--- config.mk ---
export PLATFORM = sky130hd
export DESIGN_NAME = mul_issue_ctrl
export DESIGN_NICKNAME = d
export VERILOG_FILES = /design/src/rtl/mul_ctrl_pkg.sv /design/src/rtl/mul_issue_ctrl.sv
export SDC_FILE = /design/constraint.sdc
export NUM_CORES = 1
export LEC_CHECK = 0
export CORE_MARGIN = 8
export CORE_UTILIZATION = 46
export DETAILED_ROUTE_END_ITERATION = 8
export DONT_BUFFER_PORTS = 1
export GPL_ROUTABILITY_DRIVEN = 0
export PLACE_DENSITY = 0.62
export RECOVER_POWER = 50
export REMOVE_ABC_BUFFERS = 1
export SETUP_SLACK_MARGIN = 0.05
export SLEW_MARGIN = 20
export SYNTH_ARGS = -nofsm -noshare
export SYNTH_HDL_FRONTEND = slang
export SYNTH_SLANG_ARGS = --single-unit
--- constraint.sdc ---
create_clock -name clk -period 3.1 [get_ports clk]
set_input_delay 0.93 -clock clk [delete_from_list [all_inputs] [get_ports clk]]
set_output_delay 0.93 -clock clk [all_outputs]
set_load 0.1 [all_outputs]
--- src/rtl/mul_ctrl_pkg.sv ---
// Shared definitions for the multiply issue controller.
//   state_e   : controller FSM states
//   F3_*      : RISC-V M-extension funct3 encodings handled by the multiplier
//               (funct3[2]==1 selects the divide group, which is not supported)
package mul_ctrl_pkg;

    typedef enum logic [2:0] {
        IDLE  = 3'd0,
        ISSUE = 3'd1,
        WAIT  = 3'd2,
        RESP  = 3'd3,
        DRAIN = 3'd4
    } state_e;

    localparam logic [2:0] F3_MUL    = 3'b000;
    localparam logic [2:0] F3_MULH   = 3'b001;
    localparam logic [2:0] F3_MULHSU = 3'b010;
    localparam logic [2:0] F3_MULHU  = 3'b011;

    // Divide-group opcodes bypass the multiplier and answer with zero.
    function automatic logic is_div(input logic [2:0] funct3);
        return funct3[2];
    endfunction

endpackage

--- src/rtl/mul_issue_ctrl.sv ---
// Issue controller between the EX stage and a shared fixed-latency multiplier.
// Accepts one operation, starts the multiplier, waits LATENCY edges, then
// presents the result on a valid/ready writeback port. A flush kills the
// operation; the counter keeps running in DRAIN so the multiplier pipeline
// empties before a new operation may be issued.
//
// Ports:
//   clk, reset                 clock, synchronous active-low reset
//   req_valid/req_ready        EX-stage request handshake
//   req_funct3/a/b/rd          operation, operands, destination tag
//   flush                      kill in-flight or pending operation
//   mul_start/funct3/a/b       drive to the shared multiplier
//   mul_result                 multiplier result
//   resp_valid/ready/data/rd   writeback handshake
//   busy                       high whenever not IDLE (hazard stall)
module mul_issue_ctrl
    import mul_ctrl_pkg::*;
#(
    parameter int LATENCY = 3,
    parameter int XLEN    = 32
) (
    input  logic            clk,
    input  logic            reset,
    input  logic            req_valid,
    output logic            req_ready,
    input  logic [2:0]      req_funct3,
    input  logic [XLEN-1:0] req_a,
    input  logic [XLEN-1:0] req_b,
    input  logic [4:0]      req_rd,
    input  logic            flush,
    output logic            mul_start,
    output logic [2:0]      mul_funct3,
    output logic [XLEN-1:0] mul_a,
    output logic [XLEN-1:0] mul_b,
    input  logic [XLEN-1:0] mul_result,
    output logic            resp_valid,
    input  logic            resp_ready,
    output logic [XLEN-1:0] resp_data,
    output logic [4:0]      resp_rd,
    output logic            busy
);

    // Counter only ever holds 0..LATENCY-1.
    localparam int CW = (LATENCY > 1) ? $clog2(LATENCY) : 1;
    localparam logic [CW-1:0] CNT_LOAD = CW'(LATENCY - 1);

    state_e          state_q, state_d;
    logic [CW-1:0]   cnt_q, cnt_d;
    logic [2:0]      f3_q, f3_d;
    logic [XLEN-1:0] a_q, a_d;
    logic [XLEN-1:0] b_q, b_d;
    logic [4:0]      rd_q, rd_d;
    logic [XLEN-1:0] data_q, data_d;
    logic            accept;

    assign req_ready  = !flush && (state_q == IDLE || (state_q == RESP && resp_ready));
    assign accept     = req_valid && req_ready;

    assign mul_start  = (state_q == ISSUE);
    assign mul_funct3 = f3_q;
    assign mul_a      = a_q;
    assign mul_b      = b_q;
    assign resp_valid = (state_q == RESP);
    assign resp_data  = data_q;
    assign resp_rd    = rd_q;
    assign busy       = (state_q != IDLE);

    always_comb begin
        state_d = state_q;
        cnt_d   = cnt_q;
        f3_d    = f3_q;
        a_d     = a_q;
        b_d     = b_q;
        rd_d    = rd_q;
        data_d  = data_q;

        case (state_q)
            IDLE: ;
            ISSUE: begin
                // The multiplier was started this cycle regardless of flush,
                // so a flushed op still has to drain the full latency.
                cnt_d   = CNT_LOAD;
                state_d = flush ? DRAIN : WAIT;
            end
            WAIT: begin
                if (flush) begin
                    state_d = DRAIN;
                    if (cnt_q != '0) cnt_d = cnt_q - CW'(1);
                end else if (cnt_q == '0) begin
                    data_d  = mul_result;
                    state_d = RESP;
                end else begin
                    cnt_d = cnt_q - CW'(1);
                end
            end
            RESP: begin
                if (flush || resp_ready) state_d = IDLE;
            end
            DRAIN: begin
                if (cnt_q == '0) state_d = IDLE;
                else             cnt_d   = cnt_q - CW'(1);
            end
            default: state_d = IDLE;
        endcase

        // Accept overrides the RESP->IDLE exit so back-to-back ops have no bubble.
        if (accept) begin
            rd_d = req_rd;
            if (is_div(req_funct3)) begin
                data_d  = '0;
                state_d = RESP;
            end else begin
                f3_d    = req_funct3;
                a_d     = req_a;
                b_d     = req_b;
                state_d = ISSUE;
            end
        end
    end

    always_ff @(posedge clk) begin
        if (!reset) begin
            state_q <= IDLE;
            cnt_q   <= '0;
            f3_q    <= F3_MUL;
            a_q     <= '0;
            b_q     <= '0;
            rd_q    <= '0;
            data_q  <= '0;
        end else begin
            state_q <= state_d;
            cnt_q   <= cnt_d;
            f3_q    <= f3_d;
            a_q     <= a_d;
            b_q     <= b_d;
            rd_q    <= rd_d;
            data_q  <= data_d;
        end
    end

endmodule

==> out/metrics.cfg <==
[outcome]
status = complete, no violations

[min_path]
hold_path.class = flop to flop

[cells_and_area]
nets = 695
instances_no_fill = 724
final_cell_mix = nand2_1, dfxtp_1, nand3_2
area_delta_synth_final_pct = 12.23
layout.cells.most_common = nand2_1
register_area_um2 = 2162
antennaDiodeCount = 0
fin_util_pct = 53.26
drive_gt1_share_pct = 33.16
fill_cells = 1062
multi_input_area_um2 = 2276

[flow_run]
drv_cap = 0

[global_route]
grt_pass1_vias = 3789
antenna_found_initial = 0
grt_use_total_pct = 16.48
grt_pass1_wl_mm = 19.13
grt.overflow.total = 0
grt_max_degree = 146

[die]
die_w_um = 119.4
die_y_um = 119.4
dieArea_um2 = 14260
io_pins = 217
core_um2 = 10370
num_rows = 37
start_util_pct = 47.45

[setup_path]
setup.worst_path.end_class = primary output
worstPathArrival_ns = 1.67
path_max_fanout = 12
critPathKind = flop to primary output
worstPathRequired_ns = 2.17
startpoint_type = flop

[timing]
post-route-period-util_pct = 83.76
max_freq_mhz = 385.1
fin_ws_ns = 0.5034
relSlewSlack_pct = 13.50
worst_pin_slew_ns = 1.297
finalSetupViolCount = 0
period_needed_ns = 2.597
rsz0062_at_grt = false
fin_setup_tns_ns = 0
finalMaxSlewViolations = 0
clock_skew_ns = 0.006357
hold_violations = 0

[cts]
cts_setup_buffers = 0
cts_max_level = 3
cts.repair.resized = 0
clock-sinks = 108
cts_root_buf = clkbuf_8
clk_pin_slew_ns = 0.10
cts_tree = built
cts.path.max_buffers = 2
clk_latency_ns = 0.37
cts_buffers = 9
cts_hold_buffers = 0

[drt]
num_vias = 3696
wl_per_cell_um = 16.81
detail-route-antenna-nets = 0
drcViolationCount = 0
viasPerCell = 5.105
totalWireLength_mm = 12.17
drt_iter0_markers = 218
drt_first_pass_iters = 4

[pwr]
ir_worst_vdd_mv = 0.2924
switching_power_uw = 1283
p_total_uw = 3408
p_per_area_nw_per_um2 = 617.1
leakage_uw = 0.002010
clkPwrFrac_pct = 27.8
switching_share_pct = 37.65
p_comb_share_pct = 24.7
pwr-share-seq_pct = 47.5
p_int_uw = 2125

[logic_synthesis]
ys_seq_elements = 108
yosysWarnings = 0
synth_area_leaders = dfxtp_1, nand3_2, o21ai_2, nand2_1, a21oi_2
netlist_area_um2 = 4921
synth_cells = 508
yosysTopAreaCell = dfxtp_1
synth.distinct_cells = 42
synth_async_sr_flop_share_pct = 0
synth_edf_count = 0
synth_top_area_share_pct = 43.94
synth_area_per_cell_um2 = 9.687
synth_ff_type = dfxtp_1
synth_seq_area_share_pct = 43.94

[placed_design]
place_ws_ns = 0.7622
place_inst = 708
hpwl_mm = 9.165
portBuffers = 0

## synthesized netlist by cell type (all sizes together), types with 2 or more instances
master / instances
dfxtp: 108
o21ai: 69
nor2: 4
nand3: 68
and3: 2
buf: 31
o2111ai: 2
nand2: 136
mux2i: 6
inv: 6
nor2b: 6
ha: 3
o211ai: 3
a21oi: 36
clkbuf: 13
## routing by layer
layer | global-route usage [%] | routed length [um] | vias up
met3 | 9.872 | 1584 | 16
met2 | 27.01 | 5658 | 155
met4 | 6.167 | 197 | 0
met5 | 0 | 0 | -
li1 | - | - | 1871
met1 | 17.03 | 4734 | 1654
## cells by family after synthesis
logic type,Yosys count,share of synthesized area [%]
and+or+nand+nor,223,26.32
AOI/OAI and AO/OA,117,20.98
DFF,108,43.94
buffers and inverters,50,6.712
muxes,6,1.220
adders and majority gates,3,0.7629
other,1,0.07620
## power groups by stage
stage	combinational (uW)	clock [uW]	sequential, uW
after floorplan	352	0	1990
after global placement	896	0	1650
after detailed placement	912	0	1650
after CTS	914	983	1620
after global routing	890	1040	1630
final	841	948	1620
## per-stage QoR
stage / instance area (um2) / hold slack (ns)
after detailed placement: 5710 / 0.4482
after floorplan: 4613 / 0.4971
after global routing: 5523 / 0.4843
final: 5523 / 0.4592
after CTS: 5928 / 0.4645
after global placement: 5710 / 0.4453
## layout make-up
| class | count | area share (%) |
|---|---|---|
| clock buffer | 12 | 2.628 |
| multi-input combinational | 350 | 41.21 |
| inverter | 6 | 0.4078 |
| sequential | 108 | 39.15 |
| tap | 136 | 3.081 |
| clock inverter | 4 | 1.314 |
| timing repair buffer | 108 | 12.21 |
## critical path, cell delays in order, from the launching register on
cell and delay (ns):
dfxtp_1 0.55, nand3_1 0.19, inv_1 0.11, nand2_1 0.07
a21oi_2 0.18, buf_12 0.19
## path summary, 6_finish.rpt
kind / cells past startpoint / startpoint / end / slack, ns
min: 2 / mul_a[31]$_SDFFE_PN0P_ / mul_a[31]$_SDFFE_PN0P_ / 0.46
max: 5 / state_q[1]$_SDFFE_PN0P_ / req_ready / 0.50
min reg2reg: 2 / mul_a[31]$_SDFFE_PN0P_ / mul_a[31]$_SDFFE_PN0P_ / 0.46
max reg2reg: 5 / state_q[1]$_SDFFE_PN0P_ / mul_b[0]$_SDFFE_PN0P_ / 0.50
## sequential cells by signal, indices dropped and copies added, names as in the netlist
name,flops
mul_funct3,2
cnt_q,2
resp_data,32
resp_rd,5
mul_a,32
state_q,3
mul_b,32
No activity file was read; power rests on OpenSTA's default activity.
